File: config.mk
export PLATFORM = sky130hd
export DESIGN_NAME = flp_align_pipe
export DESIGN_NICKNAME = d
export VERILOG_FILES = /design/src/rtl/flp_pkg.sv /design/src/rtl/flp_align_shr.sv /design/src/rtl/flp_align_pipe.sv
export SDC_FILE = /design/constraint.sdc
export NUM_CORES = 1
export LEC_CHECK = 0
export ABC_AREA = 1
export CORE_ASPECT_RATIO = 0.75
export CORE_MARGIN = 4
export CORE_UTILIZATION = 40
export DETAILED_ROUTE_END_ITERATION = 12
export GPL_TIMING_DRIVEN = 0
export HOLD_SLACK_MARGIN = 0.15
export SYNTH_ARGS = -nofsm -noshare
export SYNTH_HDL_FRONTEND = slang
export SYNTH_SLANG_ARGS = --single-unit
File: constraint.sdc
create_clock -name clk -period 2.69 [get_ports clk]
set_clock_uncertainty 0.1 [all_clocks]
set_input_delay 0.4035 -clock clk [delete_from_list [all_inputs] [get_ports clk]]
set_output_delay 0.4035 -clock clk [all_outputs]
set_load 0.03 [all_outputs]
File: src/rtl/flp_pkg.sv
// Shared floating-point helpers: FP32 field widths, the aligned-significand
// width and packed-slice index helpers used by the alignment datapath.
package flp_pkg;

    // FP32 field widths
    localparam int unsigned FP32_EWIDTH  = 8;
    localparam int unsigned FP32_SWIDTH  = 23;
    localparam int unsigned FP32_RSWIDTH = 2;

    // Width of an aligned significand: hidden bit + stored bits + round bits
    function automatic int unsigned aligned_width(input int unsigned swidth,
                                                  input int unsigned rswidth);
        return swidth + 1 + rswidth;
    endfunction

    // Low bit index of element idx in a packed vector of width-bit elements
    function automatic int unsigned slice_lo(input int unsigned idx,
                                             input int unsigned width);
        return idx * width;
    endfunction

    // High bit index of element idx in a packed vector of width-bit elements
    function automatic int unsigned slice_hi(input int unsigned idx,
                                             input int unsigned width);
        return (idx + 1) * width - 1;
    endfunction

endpackage

File: src/rtl/flp_align_shr.sv
// Saturating right shifter for one significand. The input is extended with
// RSWIDTH zero round bits, then shifted right by shamt. Shift amounts at or
// beyond the extended width give zero.
// Optional feature macro: FLP_ALIGN_PIPE_STICKY_EN -- when defined, bit 0 of
// the result also collects every 1-bit shifted out (sticky bit).
module flp_align_shr #(
    parameter int unsigned SGW     = 24,
    parameter int unsigned RSWIDTH = 2,
    parameter int unsigned SHW     = 8
) (
    input  logic [SGW-1:0]         sg,
    input  logic [SHW-1:0]         shamt,
    output logic [SGW+RSWIDTH-1:0] res
);

    localparam int unsigned AW = SGW + RSWIDTH;
    // Compare width wide enough for both the shift amount and AW
    localparam int unsigned CW = (SHW > 32) ? SHW : 32;

    logic [AW-1:0] ext;
    logic [AW-1:0] shifted;
    logic [CW-1:0] shamt_w;
    logic          sat;

    assign ext     = {sg, {RSWIDTH{1'b0}}};
    assign shamt_w = CW'(shamt);
    assign sat     = (shamt_w >= CW'(AW));
    assign shifted = ext >> shamt;

`ifdef FLP_ALIGN_PIPE_STICKY_EN
    logic [AW-1:0] lost_mask;
    logic          lost;

    // Mask covers the bits that fall off the bottom; all ones when saturated
    assign lost_mask = ~({AW{1'b1}} << shamt);
    assign lost      = |(ext & lost_mask);

    // Truncating shift with the lost bits folded into bit 0
    always_comb begin
        res    = sat ? '0 : shifted;
        res[0] = res[0] | lost;
    end
`else
    // Plain truncating shift, zero when saturated
    always_comb begin
        res = sat ? '0 : shifted;
    end
`endif

endmodule

File: src/rtl/flp_align_pipe.sv
// Two-stage N-operand exponent aligner with valid/ready handshake.
// S1 registers the significands, the maximum exponent and per-operand shift
// distances; S2 registers the right-shifted significands and the common
// exponent. Either stage advances whenever the stage after it can take data.
// Optional feature macro: FLP_ALIGN_PIPE_STICKY_EN (sticky bit, see
// flp_align_shr).
module flp_align_pipe
    import flp_pkg::*;
#(
    parameter int unsigned NOPS    = 4,
    parameter int unsigned EWIDTH  = FP32_EWIDTH,
    parameter int unsigned SWIDTH  = FP32_SWIDTH,
    parameter int unsigned RSWIDTH = FP32_RSWIDTH
) (
    input  logic                               clk,
    input  logic                               nrst,
    input  logic                               i_valid,
    output logic                               o_ready,
    input  logic [NOPS*(SWIDTH+1)-1:0]         i_sg,
    input  logic [NOPS*EWIDTH-1:0]             i_ex,
    output logic                               o_valid,
    input  logic                               i_ready,
    output logic [NOPS*(SWIDTH+1+RSWIDTH)-1:0] o_sg,
    output logic [EWIDTH-1:0]                  o_ex
);

    localparam int unsigned SGW   = SWIDTH + 1;
    localparam int unsigned AW    = aligned_width(SWIDTH, RSWIDTH);
    localparam int unsigned LVLS  = $clog2(NOPS);
    localparam int unsigned NLEAF = 1 << LVLS;

    // Stage state
    logic                   s1_valid;
    logic [NOPS*SGW-1:0]    s1_sg;
    logic [EWIDTH-1:0]      s1_emax;
    logic [NOPS*EWIDTH-1:0] s1_shift;
    logic                   s2_valid;

    // Handshake
    logic s1_load;
    logic s2_load;

    // Combinational datapath
    logic [EWIDTH-1:0]      emax;
    logic [NOPS*EWIDTH-1:0] shift;
    logic [NOPS*AW-1:0]     aligned;

    assign s2_load = !s2_valid || i_ready;
    assign s1_load = !s1_valid || s2_load;
    assign o_ready = s1_load;
    assign o_valid = s2_valid;

    // Max-exponent comparator tree; missing leaves are padded with zero,
    // which never wins an unsigned compare.
    for (genvar l = 0; l <= LVLS; l++) begin : g_lvl
        logic [EWIDTH-1:0] node [NLEAF >> l];
        if (l == 0) begin : g_leaf
            for (genvar k = 0; k < NLEAF; k++) begin : g_op
                if (k < NOPS) begin : g_real
                    assign node[k] = i_ex[slice_lo(k, EWIDTH) +: EWIDTH];
                end else begin : g_pad
                    assign node[k] = '0;
                end
            end
        end else begin : g_cmp
            for (genvar n = 0; n < (NLEAF >> l); n++) begin : g_node
                assign node[n] = (g_lvl[l-1].node[2*n] >= g_lvl[l-1].node[2*n+1]) ?
                                 g_lvl[l-1].node[2*n] : g_lvl[l-1].node[2*n+1];
            end
        end
    end

    assign emax = g_lvl[LVLS].node[0];

    // Per-operand shift distance; never negative since emax is the maximum
    for (genvar k = 0; k < NOPS; k++) begin : g_shift
        assign shift[slice_lo(k, EWIDTH) +: EWIDTH] =
            emax - i_ex[slice_lo(k, EWIDTH) +: EWIDTH];
    end

    // S1: capture significands, max exponent and shift distances
    always_ff @(posedge clk or negedge nrst) begin
        if (!nrst) begin
            s1_valid <= 1'b0;
            s1_sg    <= '0;
            s1_emax  <= '0;
            s1_shift <= '0;
        end else if (s1_load) begin
            s1_valid <= i_valid;
            if (i_valid) begin
                s1_sg    <= i_sg;
                s1_emax  <= emax;
                s1_shift <= shift;
            end
        end
    end

    // One saturating shifter per operand, fed from S1
    for (genvar k = 0; k < NOPS; k++) begin : g_shr
        flp_align_shr #(
            .SGW     (SGW),
            .RSWIDTH (RSWIDTH),
            .SHW     (EWIDTH)
        ) u_shr (
            .sg    (s1_sg[slice_lo(k, SGW) +: SGW]),
            .shamt (s1_shift[slice_lo(k, EWIDTH) +: EWIDTH]),
            .res   (aligned[slice_hi(k, AW):slice_lo(k, AW)])
        );
    end

    // S2: capture aligned significands and common exponent; holds while stalled
    always_ff @(posedge clk or negedge nrst) begin
        if (!nrst) begin
            s2_valid <= 1'b0;
            o_sg     <= '0;
            o_ex     <= '0;
        end else if (s2_load) begin
            s2_valid <= s1_valid;
            if (s1_valid) begin
                o_sg <= aligned;
                o_ex <= s1_emax;
            end
        end
    end

endmodule
# Yosys cells after proc, flatten, opt, wreduce, memory -nomap -nowiden
# Index checks and enable logic that the tools add are counted.
op_classes:
  n_addsub: 4
  n_shift: 4
  reduce_logical: 6
  n_mux: 7
  magnitude_cmp: 7
ops:
  columns: ["op", "count"]
  rows:
  - ["26-bit 2-to-1 mux", 4]
  - ["26-bit by 8-bit right shift with 26-bit output", 4]
  - ["8-bit by 5-bit greater-or-equal comparator with 1-bit output (second input constant)", 4]
  - ["8-bit subtractor", 4]
  - ["8-bit greater-or-equal comparator", 3]
  - ["8-bit 2-to-1 mux", 3]
  - ["2-bit AND reduction", 2]
  - ["1-bit logical NOT", 2]
  - ["1-bit logical OR", 2]
totals:
  inputBits: 132
  register_bits: 250
  wordCells: 35
  output_inout_bits: 114

# Longest topological paths before layout
logic_depth:
  word_depth: 5
  ltp_mapped: 33
  depth_no_buf: 32

# Cells and area by module
# From an unflattened synthesis, not the netlist that was laid out.
unflattened:
  hier_cells: 2342
  area_unflattened_um2: 17085.1
by_module_without_submodules:
  columns: ["module", "n_inst", "area_per_inst_um2", "cells_each"]
  rows:
  - ["flp_align_pipe", 1, 11399.7, 1146]
  - ["flp_align_shr", 4, 1421.4, 299]

# Worst setup path after synthesis
# OpenSTA, ideal clock, no wires.
synth_path:
  path_kind: "in2reg"
  start: "input port i_ex[31]"
  end: "register s1_shift[22]"
  slack_ps: -1419
  required_time_ps: 2507
  arrival_time_ps: 3926
  stages: 26
  path_cell_list: "inv_1 > ha_1 > a21o_1 > nor2_2 > nand3_2 > buf_6 > nand2_1 > o21ai_0 > ha_1 > nand2_1 > inv_1 > nand2_1 > nand2_1 > nand2_1 > nand3_1 > buf_2 > nand2_1 > o21ai_1 > ha_1 > fa_1 > o21ai_0 > nand2_1 > nand2_1 > a21oi_1 > xor2_1 > o21ai_0"
synth_via:
  elab_chain_len: 5
synth_rtl:
  columns: ["item", "line", "source"]
  rows:
  - ["start, declared", "flp_align_pipe.sv:20", "input logic [NOPS*EWIDTH-1:0] i_ex,"]
  - ["8-bit greater-or-equal comparator", "flp_align_pipe.sv:67", "assign node[n] = (g_lvl[l-1].node[2*n] >= g_lvl[l-1].node[2*n+1]) ?"]
  - ["8-bit 2-to-1 mux *", "flp_align_pipe.sv:67", null]
  - ["8-bit greater-or-equal comparator", "flp_align_pipe.sv:67", null]
  - ["8-bit 2-to-1 mux *", "flp_align_pipe.sv:67", null]
  - ["8-bit subtractor *", "flp_align_pipe.sv:78", "emax - i_ex[slice_lo(k, EWIDTH) +: EWIDTH];"]
  - ["end signal, assigned", "flp_align_pipe.sv:93", "s1_shift <= shift;"]
  - ["end, declared", "flp_align_pipe.sv:36", "logic [NOPS*EWIDTH-1:0] s1_shift;"]
# Mark *: on every way between the ends. The rest lies on a longest branch, timed or not.
# A chain may end at the register's enable or synchronous reset.

# Worst setup path after layout
layout_path:
  start: "input port i_ex[29]"
  end: "register s1_shift[23]"
layout_via:
  elab_chain_len: 5
layout_rtl:
  columns: ["item", "line", "source"]
  rows:
  - ["8-bit greater-or-equal comparator", "flp_align_pipe.sv:67", null]
  - ["8-bit 2-to-1 mux *", "flp_align_pipe.sv:67", null]
  - ["8-bit greater-or-equal comparator", "flp_align_pipe.sv:67", null]
  - ["8-bit 2-to-1 mux *", "flp_align_pipe.sv:67", null]
  - ["via emax[5]", "flp_align_pipe.sv:44", "logic [EWIDTH-1:0] emax;"]
  - ["8-bit subtractor *", "flp_align_pipe.sv:78", null]
# Mark *: on every way through the listed nets, which the timed path passes. The rest lies on a longest branch.

==> qor.yml <==
synth_largest_area_cell: "dfrtp_1"
swShare: 0.481
finalWirelength_mm: 61.2
comb_power_share: 0.601
drt-wirelength-per-cell_um: 18.7
io_buffer_count: 245
htree_num_levels: 1
drc_errors: 0
grt_setup_unrepaired: "yes"
worst_ep_arrival_time_ns: 4.28
critical_path.max_fanout: 7
critical_path.max_stage_delay_ns: 0.28
gp_congestion: 0.979
cp-start-kind: "input pin"
synthesis.area_per_instance_um2: 6.92
fin_worst_hold_slack_ns: 0.219
synth-seq-area-share: 0.384
failing_checks: "setup timing"
ant_nets: 0
cts_root_buf: "clkbuf_16"
number_of_enable_flip_flop_cells_after_synthesis: 0
cp_slowest_cell: "o221ai_4"
dp_hpwl_mm: 45.1
areaGrowthSynthToFinish_pct: 37.9
final.setup.worst_slack_ns: -1.19
coreArea_um2: 39900
floorplan.die_area_um2: 44000
yosys.cell_types.count: 49
run_status: "finished with violations"
critPathTopFamily: "simple AND/OR/NAND/NOR gates"
period_share: 1.44
rows: 63
r2r-end: "s1_sg[71]"
post_layout_minimum_cycle_time_ns: 3.88
first_global_vias: 16700
worst_path_bufs_invs: 6
p_leak_nw: 10.6
r2r-start: "o_valid"
worst_slew_pin_slew_ns: 0.935
timing.max_slew.rel_slack: 0.376
number_of_max_slew_violations_in_the_final_report: 0
detailed_place.area_um2: 19600
boundaryPins: 246
total_global_route_track_usage: 0.266
synth_top_area_share: 0.384
largest_net_degree_at_the_start_of_global_routing: 112
required_ns: 3.10
synth-seq-cells: 250
hold_violations: 0
chipHeight_um: 183
initial_standard_cell_utilization_of_the_core: 0.408
synthFlopType: "dfrtp_1"
clkSlewWorstSetupHoldPaths_ns: 0.06
switching_power_mw: 11.2
max_freq_mhz: 258
vias_per_inst: 5.26
cts_buffer_depth: 3
worst_r2r_path_depth: 6
crit_top_cell: "nand2_1"
tritoncts_num_sinks: 250
clk_latency_ns: 0.58
setup.worst_path.end_class: "register"
drt_first_iter_violations: 1463
drive_above_1_share: 0.176
synth-async-reset-ratio: 1.00
routed-via-count: 17200
syn-cell-area_um2: 16300
power_density_nw_per_um2: 1030
top_cell_types_by_occurrence_after_synthesis: "nand2_1 (927), dfrtp_1 (250), o21ai_0 (195), nand3_1 (161), inv_1 (156)"
synthMostInstantiatedCell: "nand2_1"
tritoncts: "yes"
syn_nets: 2540
power.share.clock: 0.172
cap_viol_max_count: 0
final_cell_area_um2: 22500
rrSetupSlack_ns: 0.16
tritoncts.num_buffers: 27
intPower_mw: 12.0
setup_viol: 40
postLayoutCoreUtil: 0.563
overflow: 0
timing.setup.critical_path_class: "in -> reg"
yosys-top-cells-area: "dfrtp_1 (38%), nand2_1 (21%), o21ai_0 (6.0%)"
nets: 2915
global_route_wire_length_before_repair_mm: 93.6
horizontal_die_dimension_um: 241
synth-warning-count: 0
hp-class: "in -> async"
drt_pass1_iterations: 6
antenna_found_initial: 7
synthCells: 2352
pwr-share-seq: 0.227
max-vdd-ir-drop_mv: 0.748
-- cells by family (layout without fill, tap and decap cells) --
family | count (synthesis) | count (layout) | share of synthesized area
adders and majority gates | 56 | 56 | 0.0449
AOI/OAI and AO/OA | 491 | 491 | 0.169
muxes | 7 | 7 | 0.00430
DFF | 250 | 250 | 0.384
other | 0 | 6 | 0
and+or+nand+nor | 1237 | 1237 | 0.313
buffers and inverters | 303 | 698 | 0.0801
xor gates and xnor gates | 8 | 8 | 0.00430
-- metal layers --
| layer | vias up | GRT usage | share of wire |
|---|---|---|---|
| met5 | - | 0 | 0 |
| met1 | 8176 | 0.408 | 0.49 |
| met3 | 74 | 0.0394 | 0.062 |
| li1 | 8447 | - | - |
| met2 | 524 | 0.396 | 0.43 |
| met4 | 0 | 0.0647 | 0.024 |
-- power groups by stage --
stage          Combinational [mW]  Clock (mW)  Sequential, mW
2_1_floorplan                7.57           0            6.01
3_3_place_gp                 12.2           0            5.32
3_5_place_dp                 12.3           0            5.32
4_1_cts                      13.2        4.07            5.26
5_1_grt                      15.3        4.22            5.36
6_report                     14.0        3.99            5.26
-- cell usage in the layout (no fill, tap or decap), types with 7 or more instances in the layout --
cell type,instances
ha_1,12
ha_4,34
buf_2,54
a21oi_2,24
o21a_1,9
nor2_4,11
o21ai_1,124
xor2_1,7
buf_6,25
o211ai_1,20
o22ai_1,8
inv_4,7
o21ai_0,164
a21oi_1,50
o21ai_4,15
dfrtp_1,250
clkbuf_1,66
nor2_2,7
or2_1,8
buf_8,7
buf_12,7
nand3_1,157
nand2_1,884
nand2_4,9
a31oi_1,8
clkbuf_8,9
inv_2,25
o21ai_2,26
nand4_1,9
clkbuf_16,27
nand2_2,43
buf_4,84
clkdlybuf4s50_1,212
nor3_1,7
a22o_1,9
mux2i_1,7
nor2_1,74
inv_1,132
-- how the worst max path moves through the flow --
stage	startpoint	slack, ns	end	cells past startpoint
after floorplan	i_ex[26]	-1.13	s1_shift[29]	30
after global placement	nrst	-9.70	s1_sg[79]	1
after detailed placement	i_ex[31]	-2.63	s1_shift[23]	26
after CTS	i_ex[31]	-0.91	s1_shift[30]	29
after global routing	i_ex[29]	-1.32	s1_shift[30]	30
final	i_ex[29]	-1.19	s1_shift[23]	26
-- state kept, by name (all words and copies together), names as in the netlist --
signal	flops
s1_shift	32
o_valid	1
o_ex	8
s1_valid	1
s1_emax	8
s1_sg	96
o_sg	104
-- worst register-to-register path, stage by stage, from the launching register on --
cell and delay (ns):
dfrtp_1 0.36, nand3_1 0.13, nand2_1 0.45, clkbuf_1 0.71, clkbuf_2 0.53, nand2_1 0.10
nand2_1 0.08
-- metrics by stage --
step	setup TNS (ns)	cells	total power, mW	worst slack [ns]
finish	-30.25	3273	23.2	-1.19
global route	-35.96	3273	24.9	-1.32
CTS	-20.17	3246	22.6	-0.907
detailed placement	-101.52	3119	17.6	-2.63
global placement	-2510.45	3117	17.5	-9.70
floorplan	-28.43	2352	13.6	-1.13
-- repair_timing --
item / in CTS / in global routing
buffers inserted: 70 / 21
setup endpoints to repair: 50 / 50
gates cloned: 3 / 0
gates resized for setup: 302 / 87
hold endpoints to repair: 254 / 1
pin swaps: 82 / 51
hold buffers: 5 / 1
-- final cells by class --
type,count,area [um^2]
Buffer,134,692
Inverter,169,669
Antenna cell,6,15.0
Multi-Input combinational cell,1799,9850
Timing Repair Buffer,346,3380
Clock buffer,40,815
Fill cell,3887,17400
Sequential cell,250,6260
Tap cell,520,651
Clock inverter,9,124
Power figures use the tool's default switching activity.
==> RTL edit 1: new RTL, same flow settings <==
Build with the macro `FLP_ALIGN_PIPE_STICKY_EN` defined.
--- a/src/rtl/flp_align_shr.sv
+++ b/src/rtl/flp_align_shr.sv
@@ -3,6 +3,8 @@
 // beyond the extended width give zero.
 // Optional feature macro: FLP_ALIGN_PIPE_STICKY_EN -- when defined, bit 0 of
 // the result also collects every 1-bit shifted out (sticky bit).
+`define FLP_ALIGN_PIPE_STICKY_EN
+
 module flp_align_shr #(
     parameter int unsigned SGW     = 24,
     parameter int unsigned RSWIDTH = 2,
Function: changed (a bounded check fails within 4 cycles, from zero or initial values and one cycle with nrst low).
==> RTL edit 1 against the original RTL <==
The run still ends with setup timing left. Area after synthesis rose by 6.7%. Total power rose by 9.7%. Maximum frequency rose by 0.18%. First-iteration DRC count is 41% higher. Cell count rose by 7.3%. Worst setup slack better by 0.0071 ns. Sequential cell count did not move. Combinational power is 12% higher. Design area grew 4.6%. Routed wire length is 19% higher. Critical path type unchanged. Highest routed layer is now met5.
==> RTL edit 1: results (changes against the original RTL) <==
- GRT Resource Usage Total: 29.4% (+2.8 points)
- Peak supply drop: 579 uV (-23%)
- Fillers: 4183 (+7.6%)
- Max H-tree Level: 1 (unchanged)
- IO Port Bufs: 245 (unchanged)
- Vias in the first global route: 18346 (+10%)
- Syn Nets: 2753 (+8.4%)
- CP max-delay cell: o21ai_4
- CTS Buf Count: 28 (+3.7%)
- Internal: 12700 uW (+5.4%)
- Post-DP Area: 20900 um^2 (+6.3%)
- Worst path arrival time: 4.23 ns (-0.05 ns)
- Crit-path max cell delay: 0.36 ns (+0.08 ns)
- Via count: 19644 (+14%)
- Synth Warn #: 0 (unchanged)
- First-pass GRT wire length: 110000 um (+17%)
- Nets: 3111 (+6.7%)
- Final setup vio count: 50 (+25%)
- Post-synth top cells: nand2_1 (913), o21ai_0 (332), dfrtp_1 (250)
- Yosys cell types: 48 (-2.0%)
- Worst Hold Class: in -> reg
- Hold Worst Slack: 0.209 ns (-0.0101 ns)
- Hpwl dp: 55300 um (+22%)
- Clock buffer depth: 3 (unchanged)
- Flop2flop setup slack: -0.13 ns (-0.29 ns)
- Gpl congestion: 1.01 (+3.0%)
- Post-synthesis sequential area ratio: 36.0% (-2.4 points)
- Failing checks: setup timing
- Initial antenna violation count: 2 (-5)
- Clk pin slew, worst setup/hold paths: 0.06 ns (about the same)
- Pin count of the biggest net entering global routing: 106 (-5.4%)
- Status: finished with violations
- First DRT Iteration DRCs: 2068 (+41%)
- Synth top area cells: dfrtp_1 (36%), nand2_1 (20%), o21ai_0 (9.6%), inv_1 (4.4%), nand3_1 (4.0%)
- Antenna diode count: 0 (-6)
- Routed length per instance: 20.8 um (+11%)
- Share of layout cells above drive strength 1: 16.3% (-1.3 points)
- Post-synth ARST share: 100% (unchanged)
- Root Buffer: clkbuf_16
- Worst-Margin Slew: 0.837 ns (-0.0982 ns)
- Final Worst Setup Slack: -1.18 ns (+0.00712 ns)
- Clock Latency Late Sink: 0.58 ns (about the same)
- Crit-path max FO: 6 (-1)
- Leakage: 0.0109 uW (+2.6%)
- Regs by FF count: o_sg (104), s1_sg (96), s1_shift (32)
- DRT Pass-1 Iters: 5 (-1)
-- RTL edit 1: timing repair --
| action | 4_1_cts | 5_1_grt |
|---|---|---|
| gates resized for setup | 260 | 118 |
| hold buffers | 6 | 0 |
| endpoints found under the setup margin | 86 | 118 |
| cloned | 2 | 0 |
| pin swaps | 57 | 61 |
| endpoints found under the hold margin | 76 | 0 |
| buffers inserted | 52 | 26 |
-- RTL edit 1: area by class of cell --
class / count / area share [%]
plain buffers: 143 / 3.12
clock buffers: 45 / 3.69
clock inverters: 6 / 0.570
inverters: 222 / 3.76
multi-input cells: 1949 / 45.5
flip-flops and latches: 250 / 26.6
well taps: 569 / 3.03
repair buffers: 329 / 13.7
-- RTL edit 1: cell families after synthesis --
group	count (synthesis)	synth area share (%)
and+or+nand+nor	1219	28.6
AOI/OAI and AO/OA	652	21.2
buffers and inverters	366	8.81
DFF	250	36.0
adders and majority gates	56	4.21
muxes	12	0.691
xor gates and xnor gates	10	0.504
-- RTL edit 1: path summary, 6_finish.rpt --
kind,cells past startpoint,from,to
max,28,i_ex[16],s1_shift[7]$_DFFE_PN0P_
min,3,i_ex[9],s1_shift[9]$_DFFE_PN0P_
max reg2reg,7,o_valid$_DFFE_PN0P_,s1_sg[47]$_DFFE_PN0P_
min reg2reg,2,o_sg[58]$_DFFE_PN0P_,o_sg[58]$_DFFE_PN0P_
max in group asynchronous,4,nrst,s1_sg[93]$_DFFE_PN0P_
min in group asynchronous,2,nrst,s1_sg[37]$_DFFE_PN0P_
-- RTL edit 1: critical path: cells and delay by family --
family                   cells  cell delay [ns]
buffers and inverters        8             0.95
AND/OR/NAND/NOR             11             0.98
adder cells (fa/ha/maj)      3             0.75
AO/OA/AOI/OAI                6             1.12
-- RTL edit 1: per-stage QoR --
step	setup TNS (ns)	util, %	setup slack, ns	std cells	power [uW]
finish	-29.75	55.3	-1.18	3513	25400
global route	-36.00	55.3	-1.33	3513	27000
detailed placement	-145.43	49.2	-2.72	3381	19400
global placement	-2551.90	49.0	-9.69	3379	19400
floorplan	-27.14	-	-1.15	2565	14600
CTS	-22.66	53.9	-0.997	3491	24400
-- RTL edit 1: power by group through the flow --
| stage | Combinational, uW | Clock [uW] | Sequential (uW) |
|---|---|---|---|
| CTS | 14600 | 4300 | 5540 |
| global placement | 13800 | 0 | 5590 |
| floorplan | 8270 | 0 | 6340 |
| global route | 16900 | 4440 | 5660 |
| detailed placement | 13800 | 0 | 5590 |
| finish | 15700 | 4220 | 5560 |
-- RTL edit 1: layer usage --
layer	share of wire [%]	vias up	routed length [um]	track usage, %
met5	0.031	-	23	0
met4	2.0	4	1480	5.15
met1	48	9422	34900	45.5
met2	41	955	30300	42.6
li1	-	9154	-	-
met3	8.6	109	6300	6.36
==> RTL edit 2: new RTL, same settings <==
Without the edit above. Make the reset (`nrst`) synchronous in 2 clocked blocks.
--- a/src/rtl/flp_align_pipe.sv
+++ b/src/rtl/flp_align_pipe.sv
@@ -79,7 +79,7 @@
     end
 
     // S1: capture significands, max exponent and shift distances
-    always_ff @(posedge clk or negedge nrst) begin
+    always_ff @(posedge clk) begin
         if (!nrst) begin
             s1_valid <= 1'b0;
             s1_sg    <= '0;
@@ -109,7 +109,7 @@
     end
 
     // S2: capture aligned significands and common exponent; holds while stalled
-    always_ff @(posedge clk or negedge nrst) begin
+    always_ff @(posedge clk) begin
         if (!nrst) begin
             s2_valid <= 1'b0;
             o_sg     <= '0;
Function: differs if nrst is asserted again (counterexample within 4 cycles, from zero or initial values and one cycle with nrst low); with nrst held inactive, the same outputs for 4 cycles.
==> RTL edit 2 against the original RTL <==
Routed wire length up 13%. Via count increased by 8.2%. Non-clock buffer count increased by 28. Design area fell by 1.2%. Area after synthesis fell by 3.5%. Worst setup slack got worse by 0.049 ns. The flow still finishes with violations (setup timing). Count of clock-buffer cells in the layout did not move. Sequential cell count stayed put. Total power is 30% lower. Critical path depth up 4.
==> RTL edit 2: results (changes against the original RTL) <==
- Status: finished with violations
- Failing checks: setup timing
- Pin count of the biggest net entering global routing: 14 (-88%)
- Final Worst Setup Slack: -1.23 ns (-0.0488 ns)
- Worst Hold Class: in -> reg
- Mux cell area share after synthesis: 0.318% (-0.11 points)
- Initial antenna violation count: 0 (-7)
- First-pass GRT wire length: 103000 um (+10%)
- Slew Limit Headroom: 27.9% (-9.7 points)
- Metal3 WL: 5500 um (+46%)
- Gpl congestion: 0.982 (+0.37%)
- Nets: 3039 (+4.3%)
- Worst path arrival time: 4.29 ns (about the same)
- Synth Area in Compound Gates: 23.7% (+6.8 points)
- Routed WL: 69400 um (+13%)
- Post-synth top cells: nand2_1 (621), o21ai_0 (267), dfxtp_1 (250)
- Synth Area in Adders: 4.65% (+0.16 points)
- Met2 wire len: 29100 um (+11%)
- CP max-delay cell: fa_2
- DRT Pass-1 Iters: 5 (-1)
- Post-synth ARST share: 0% (-100 points)
- Vias in the first global route: 17646 (+5.9%)
- Final setup vio count: 40 (unchanged)
- First DRT Iteration DRCs: 1768 (+21%)
- Post-DP Area: 19100 um^2 (-2.5%)
RTL edit 2: cell count changes in the layout (fill, tap and decap cells not counted), moves of 72 or more:
cell and change:
dfrtp_1 -250, dfxtp_1 +250, nand2_1 -311, nor2_1 +131, a21oi_1 +155, o21ai_0 +72
RTL edit 2: kinds of logic (layout without fill, tap and decap cells):
group / count (synthesis) / after routing
simple gates: 1086 / 1086
compound gates: 682 / 682
buf+inv: 374 / 770
flops: 250 / 250
fa+ha+maj: 56 / 56
xor+xnor: 20 / 20
mux: 5 / 5
other cells: 0 / 1
RTL edit 2: per-layer routing:
metal  vias up  track usage [%]
met3       127             5.24
li1       8965                -
met2       763             44.8
met5         -                0
met1      8779             45.4
met4         0             7.63
RTL edit 2: power groups by stage:
| stage | registers, uW | logic (uW) | clock network (uW) |
|---|---|---|---|
| 5_1_grt | 4310 | 8810 | 3920 |
| 3_3_place_gp | 4350 | 6190 | 0 |
| 2_1_floorplan | 4480 | 4060 | 0 |
| 3_5_place_dp | 4350 | 6230 | 0 |
| 4_1_cts | 4270 | 7320 | 3770 |
| 6_report | 4280 | 8170 | 3710 |
RTL edit 2: final cells by class:
class	instances	area, um^2	share of cell area, %
Sequential cell	250	5000	22.6
Inverter	215	871	3.92
Antenna cell	1	2.50	0.0113
Clock inverter	7	93.8	0.423
Buffer	158	751	3.38
Multi-Input combinational cell	1849	10600	47.8
Timing Repair Buffer	350	3450	15.6
Clock buffer	40	754	3.40
Tap cell	512	641	2.89
RTL edit 2: timing repair:
action / in CTS / in global routing
setup endpoints to repair: 40 / 40
gates resized for setup: 310 / 144
setup buffers: 66 / 38
cloned: 3 / 0
hold buffers: 4 / 2
pin swaps: 89 / 92
hold endpoints to repair: 4 / 2
RTL edit 2: stage by stage:
stage	utilization [%]	power [uW]	cells	hold WS, ns
2_1_floorplan	-	8550	2473	0.324
3_3_place_gp	49.7	10500	3229	0.339
3_5_place_dp	49.7	10600	3229	0.342
4_1_cts	55.6	15400	3349	0.157
5_1_grt	57.5	17000	3381	0.208
6_report	57.5	16200	3382	0.230
RTL edit 2: final timing paths:
| check | start | cells after the start | endpoint |
|---|---|---|---|
| max | i_ex[29] | 30 | s1_shift[14]$_SDFFE_PN0P_ |
| max reg2reg | o_valid$_SDFFE_PN0P_ | 6 | s1_shift[2]$_SDFFE_PN0P_ |
| min reg2reg | s1_sg[89]$_SDFFE_PN0P_ | 2 | s1_sg[89]$_SDFFE_PN0P_ |
| min | i_ex[1] | 3 | s1_shift[1]$_SDFFE_PN0P_ |
RTL edit 2: worst reg2reg max path, delay by kind of cell (launching register included):
family,cells,cell delay (ns)
simple gates,2,0.45
compound gates,1,0.13
flops,1,0.36
buf+inv,3,1.47
